[src/rtl/uart_tx_frame_ctrl.sv]
// UART transmit frame controller: accepts characters over valid/ready and
// serialises START, DATA, optional PARITY and STOP with internally timed bits.
module uart_tx_frame_ctrl #(
    parameter int CHAR_LENGTH = 8,
    parameter int DIV_WIDTH   = 16
) (
    input  logic                   pclk,
    input  logic                   areset,
    input  logic [DIV_WIDTH-1:0]   cfg_baud_div,
    input  logic [3:0]             cfg_oversampling,
    input  logic [3:0]             cfg_uart_type,
    input  logic [1:0]             cfg_stop_bit,
    input  logic                   cfg_parity_en,
    input  logic                   cfg_parity_odd,
    input  logic                   cfg_msb_first,
    input  logic                   tx_valid,
    input  logic [CHAR_LENGTH-1:0] tx_data,
    output logic                   tx_ready,
    output logic                   tx,
    output logic                   busy,
    output logic [3:0]             state,
    output logic                   frame_done,
    output logic                   cfg_err
);
    localparam int BW = DIV_WIDTH + 4;
    localparam int CW = DIV_WIDTH + 5;

    typedef enum logic [3:0] {
        DATA0       = 4'd0,
        DATA1       = 4'd1,
        DATA2       = 4'd2,
        DATA3       = 4'd3,
        DATA4       = 4'd4,
        DATA5       = 4'd5,
        DATA6       = 4'd6,
        DATA7       = 4'd7,
        PARITY      = 4'd8,
        STOP_1BIT   = 4'd9,
        STOP_1_5BIT = 4'd10,
        STOP_2BIT   = 4'd11,
        START       = 4'd13,
        IDLE        = 4'd14,
        RESET       = 4'd15
    } uart_fsm_state_e;

    uart_fsm_state_e        cur;
    uart_fsm_state_e        nxt_state;
    uart_fsm_state_e        stop_state;
    logic [CHAR_LENGTH-1:0] data_sh;
    logic [CHAR_LENGTH-1:0] mask;
    logic [BW-1:0]          bt_sh;
    logic [BW-1:0]          bt_new;
    logic [3:0]             n_sh;
    logic                   par_en_sh;
    logic                   par_odd_sh;
    logic                   msb_sh;
    logic [1:0]             stop_sh;
    logic [CW-1:0]          cnt;
    logic [CW-1:0]          nxt_cnt;
    logic [CW-1:0]          stop_len;
    logic [3:0]             nxt_idx;
    logic [3:0]             bit_pos;
    logic                   data_bit;
    logic                   parity_bit;
    logic                   last_data;
    logic                   is_stop;
    logic                   nxt_tx;
    logic                   tx_r;
    logic                   done_r;

    always_comb begin
        cfg_err = (cfg_baud_div == '0)
               || !(cfg_oversampling inside {4'd2, 4'd4, 4'd6, 4'd8})
               || !(cfg_uart_type inside {[4'd5:4'd8]})
               || (cfg_stop_bit == 2'd2);
        bt_new = BW'(cfg_baud_div) * BW'(cfg_oversampling);
        mask = '0;
        for (int k = 0; k < CHAR_LENGTH; k++) begin
            if (k < int'(cfg_uart_type)) mask[k] = 1'b1;
        end
    end

    // Next-state, next-tx and counter reload for the state that follows the current one.
    always_comb begin
        is_stop = (cur == STOP_1BIT) || (cur == STOP_1_5BIT) || (cur == STOP_2BIT);
        case (stop_sh)
            2'd0: begin
                stop_state = STOP_1_5BIT;
                stop_len   = {1'b0, bt_sh} + {2'b00, bt_sh[BW-1:1]};
            end
            2'd3: begin
                stop_state = STOP_2BIT;
                stop_len   = {bt_sh, 1'b0};
            end
            default: begin
                stop_state = STOP_1BIT;
                stop_len   = {1'b0, bt_sh};
            end
        endcase
        nxt_idx   = (cur == START) ? 4'd0 : ({1'b0, cur[2:0]} + 4'd1);
        bit_pos   = msb_sh ? (n_sh - 4'd1 - nxt_idx) : nxt_idx;
        data_bit  = 1'b0;
        for (int k = 0; k < CHAR_LENGTH; k++) begin
            if (bit_pos == 4'(k)) data_bit = data_sh[k];
        end
        parity_bit = (^data_sh) ^ par_odd_sh;
        last_data  = ({1'b0, cur[2:0]} == (n_sh - 4'd1));
        nxt_state  = IDLE;
        nxt_tx     = 1'b1;
        nxt_cnt    = {1'b0, bt_sh};
        if (cur == START) begin
            nxt_state = DATA0;
            nxt_tx    = data_bit;
        end else if (cur == PARITY) begin
            nxt_state = stop_state;
            nxt_cnt   = stop_len;
        end else if (!is_stop && !cur[3]) begin
            if (!last_data) begin
                nxt_state = uart_fsm_state_e'(nxt_idx);
                nxt_tx    = data_bit;
            end else if (par_en_sh) begin
                nxt_state = PARITY;
                nxt_tx    = parity_bit;
            end else begin
                nxt_state = stop_state;
                nxt_cnt   = stop_len;
            end
        end
    end

    // Frame sequencer; frame_done is armed one cycle ahead so it lands on the last STOP cycle.
    always_ff @(posedge pclk or posedge areset) begin
        if (areset) begin
            cur        <= RESET;
            tx_r       <= 1'b1;
            done_r     <= 1'b0;
            cnt        <= '0;
            data_sh    <= '0;
            bt_sh      <= '0;
            n_sh       <= '0;
            par_en_sh  <= 1'b0;
            par_odd_sh <= 1'b0;
            msb_sh     <= 1'b0;
            stop_sh    <= 2'd1;
        end else begin
            done_r <= 1'b0;
            case (cur)
                RESET: begin
                    cur  <= IDLE;
                    tx_r <= 1'b1;
                end
                IDLE: begin
                    tx_r <= 1'b1;
                    if (tx_valid && tx_ready) begin
                        data_sh    <= tx_data & mask;
                        bt_sh      <= bt_new;
                        n_sh       <= cfg_uart_type;
                        par_en_sh  <= cfg_parity_en;
                        par_odd_sh <= cfg_parity_odd;
                        msb_sh     <= cfg_msb_first;
                        stop_sh    <= cfg_stop_bit;
                        cnt        <= {1'b0, bt_new};
                        cur        <= START;
                        tx_r       <= 1'b0;
                    end
                end
                default: begin
                    if (cnt <= CW'(1)) begin
                        cur  <= nxt_state;
                        tx_r <= nxt_tx;
                        cnt  <= nxt_cnt;
                    end else begin
                        cnt <= cnt - CW'(1);
                        if (is_stop && (cnt == CW'(2))) done_r <= 1'b1;
                    end
                end
            endcase
        end
    end

    assign tx_ready   = (cur == IDLE) && !cfg_err;
    assign busy       = !((cur == IDLE) || (cur == RESET));
    assign state      = cur;
    assign tx         = tx_r;
    assign frame_done = done_r;

endmodule
[config.mk]
export PLATFORM = sky130hd
export DESIGN_NAME = uart_tx_frame_ctrl
export DESIGN_NICKNAME = d
export VERILOG_FILES = /design/src/rtl/uart_tx_frame_ctrl.sv
export SDC_FILE = /design/constraint.sdc
export NUM_CORES = 1
export LEC_CHECK = 0
export BUFFER_PORTS_ARGS = -buffer_cell sky130_fd_sc_hd__clkbuf_2
export CORE_UTILIZATION = 40
export DETAILED_ROUTE_END_ITERATION = 16
export SYNTH_ARGS = -nofsm -noshare
export SYNTH_HDL_FRONTEND = slang
export SYNTH_SLANG_ARGS = --single-unit
export TNS_END_PERCENT = 20
[constraint.sdc]
create_clock -name pclk -period 2.5 [get_ports pclk]
set_input_delay 0.5 -clock pclk [delete_from_list [all_inputs] [get_ports pclk]]
set_output_delay 0.5 -clock pclk [all_outputs]
set_load 0.05 [all_outputs]
==> impl_metrics.toml <==
[worst_setup_path]
cp_slowest_cell = "fa_1"
path_class = "input pin to flop"
end_kind = "flop"
slowest_delay_ns = 0.53
rr_worst_depth = 10
worst_ep_required_time_ns = 2.76
path_max_fanout = 4
path_cells = "buf_2 -> nand2_2 -> fa_1 -> fa_1 -> inv_2 -> ha_4 -> a211oi_2 -> o21ai_1 -> a21o_1 -> a41o_1 -> a31o_4 -> o21ai_2 -> nand2b_1 -> xnor2_2 -> a221oi_2"
cp-start-kind = "input pin"
cp.arrival_ns = 3.66
path_common_cell = "fa_1"

[global_route]
grt_pass1_vias = 6661
grt_pass1_wl_um = 33300
grt_max_degree = 65
grt_overflow_total = 0
grt_usage = 0.233
antenna_found_initial = 0

[sta]
tightestPinTransition_ns = 0.440
period_share = 1.36
fin_skew_ns = 0.00805
rsz0062_at_grt = "yes"
period_needed_ns = 3.40
final-hold-violation-count = 0
setup_viol = 32
fin_ws_ns = -0.904
slew_headroom = 0.703
fmax_ghz = 0.294
finalSetupTns_ns = -17.18
drv_slew = 0

[detailed_routing]
via_per_inst = 5.28
post_drt_wl_per_cell_um = 15.4
vias = 6855
first_iter_violations = 410
routed_wl_um = 20000
drc = 0
drtAntennaViolNets = 0
first_pass_iters = 5

[synthesis]
avgSynthCellArea_um2 = 8.11
ys_ff_latch = 64
syn_inst = 859
ys_async_sr_fraction = 1.00
yosysSeqAreaShare = 0.231
synth_cell_type_count = 77
synthesis.area_um2 = 6970
ys_warn_count = 0
synth_ff_type = "dfrtp_1"
synth_nets = 982
synth_edf_count = 0

[clock_network]
root_buffer = "clkbuf_16"
htree_levels = 3
ctsHoldBuffers = 0
cts_sinks = 64
clk_latency_ns = 0.35
cts_tree = "done"
clock_path_buffers = 2
clk_pin_slew_ns = 0.06
cts_made_buffers = 9

[floorplan]
coreArea_um2 = 16800
die_w_um = 134
die_h_um = 134
io_pins = 49
die_area_um2 = 17900
floorplan.initialDensity = 0.414
row_count = 47

[power]
power_density_nw_per_um2 = 445
leakagePower_nw = 4.70
irDropWorstVdd_v = 0.000331

[final_layout]
fin_nets = 1197
antennaDiodeCount = 0
mostFrequentLayoutCell = "buf_4"
drive_gt1_frac = 0.343
area_growth_pct = 40.0
final_cell_mix = "buf_4 (192), nand2_1 (122), dfrtp_1 (57), a21oi_1 (54), inv_1 (46)"

[hold_path]
hp-class = "input pin to async pin"

[place]
portBuffers = 48
routabilityCongestion = 0.829
dpl.hpwl_um = 15800
pre_cts_ws_ns = -1.38

[status]
run_status = "finished with violations"
violations = "setup timing"

[job]
cap_violations = 0
## logic make-up after synthesis
group | count (synthesis) | synth area share
mux | 13 | 0.0194
xor+xnor | 58 | 0.0729
fa+ha+maj | 83 | 0.181
flops | 64 | 0.231
buf+inv | 93 | 0.0535
simple gates | 298 | 0.211
compound gates | 250 | 0.230
## worst max-delay path, delay by kind of cell
kind,cells,cell delay [ns]
AOI/OAI and AO/OA,7,1.44
xor gates and xnor gates,1,0.15
adders and majority gates,3,1.21
buffers and inverters,2,0.19
and+or+nand+nor,2,0.17
## through the flow
stage | hold WS [ns] | instance area [um2] | total power, W | std cells | util
floorplan | 0.467 | 7090 | 0.00211 | 859 | -
global placement | 0.487 | 8890 | 0.00270 | 1273 | 0.528
detailed placement | 0.494 | 8890 | 0.00272 | 1273 | 0.528
CTS | 0.214 | 9520 | 0.00422 | 1291 | 0.566
global route | 0.241 | 9750 | 0.00460 | 1299 | 0.580
finish | 0.176 | 9750 | 0.00434 | 1299 | 0.580
## routing by layer
metal / GRT usage / vias up / part of all wire
met1: 0.347 / 3190 / 0.51
met2: 0.356 / 167 / 0.44
met5: 0 / - / 0
li1: - / 3479 / -
met3: 0.0246 / 19 / 0.041
met4: 0.0606 / 0 / 0.012
## final timing paths
path	start	end	slack (ns)
max	cfg_baud_div[1]	cnt[17]	-0.90
min	areset	cnt[0]	0.18
max reg2reg	bt_sh[1]	cnt[17]	-0.38
min reg2reg	tx	tx	0.52
max in group asynchronous	areset	stop_sh[0]	1.95
min in group pclk	cfg_parity_en	par_en_sh	0.35
## registers in the layout, indices dropped and copies added, names as in the netlist
| name | flops |
|---|---|
| n_sh | 4 |
| cnt | 21 |
| tx | 1 |
| par_en_sh | 1 |
| msb_sh | 1 |
| state | 4 |
| par_odd_sh | 1 |
| stop_sh | 2 |
| data_sh | 8 |
| bt_sh | 20 |
| frame_done | 1 |
## what timing repair did
item	4_1_cts	5_1_grt
resized for setup	61	36
pin swaps	39	25
cloned	0	2
setup endpoints to repair	36	37
buffers inserted	2	6
## cell type report
class | instances | area [um2]
clock inverters | 7 | 80.1
repair buffers | 247 | 1910
multi-input cells | 702 | 5460
flip-flops and latches | 64 | 1610
clock buffers | 9 | 225
fillers | 1539 | 7060
well taps | 220 | 275
inverters | 50 | 188
## synth_stat cells, drive strengths merged, types with 6 or more instances
| cell | count | share of area |
|---|---|---|
| a211oi | 12 | 0.013 |
| a21o | 14 | 0.015 |
| a21oi | 61 | 0.044 |
| a221oi | 13 | 0.017 |
| a31oi | 7 | 0.0063 |
| and2 | 30 | 0.027 |
| and3 | 8 | 0.0072 |
| buf | 15 | 0.011 |
| clkbuf | 28 | 0.015 |
| dfrtp | 58 | 0.21 |
| dfstp | 6 | 0.023 |
| fa | 30 | 0.086 |
| ha | 53 | 0.095 |
| inv | 50 | 0.027 |
| mux2i | 9 | 0.013 |
| nand2 | 133 | 0.072 |
| nand3 | 16 | 0.012 |
| nor2 | 51 | 0.029 |
| nor3 | 20 | 0.017 |
| nor4 | 11 | 0.013 |
| o211ai | 8 | 0.0086 |
| o21a | 12 | 0.013 |
| o21ai | 72 | 0.052 |
| o22ai | 8 | 0.0072 |
| o41ai | 6 | 0.0075 |
| xnor2 | 39 | 0.049 |
| xor2 | 19 | 0.024 |
## power breakdown
| part | switching [W] | internal (W) | total (W) |
|---|---|---|---|
| clock network | 0.000522 | 0.000781 | 0.00130 |
| registers | 0.0000654 | 0.00109 | 0.00116 |
| logic | 0.000917 | 0.000959 | 0.00188 |
(Power assumes the default switching activity.)
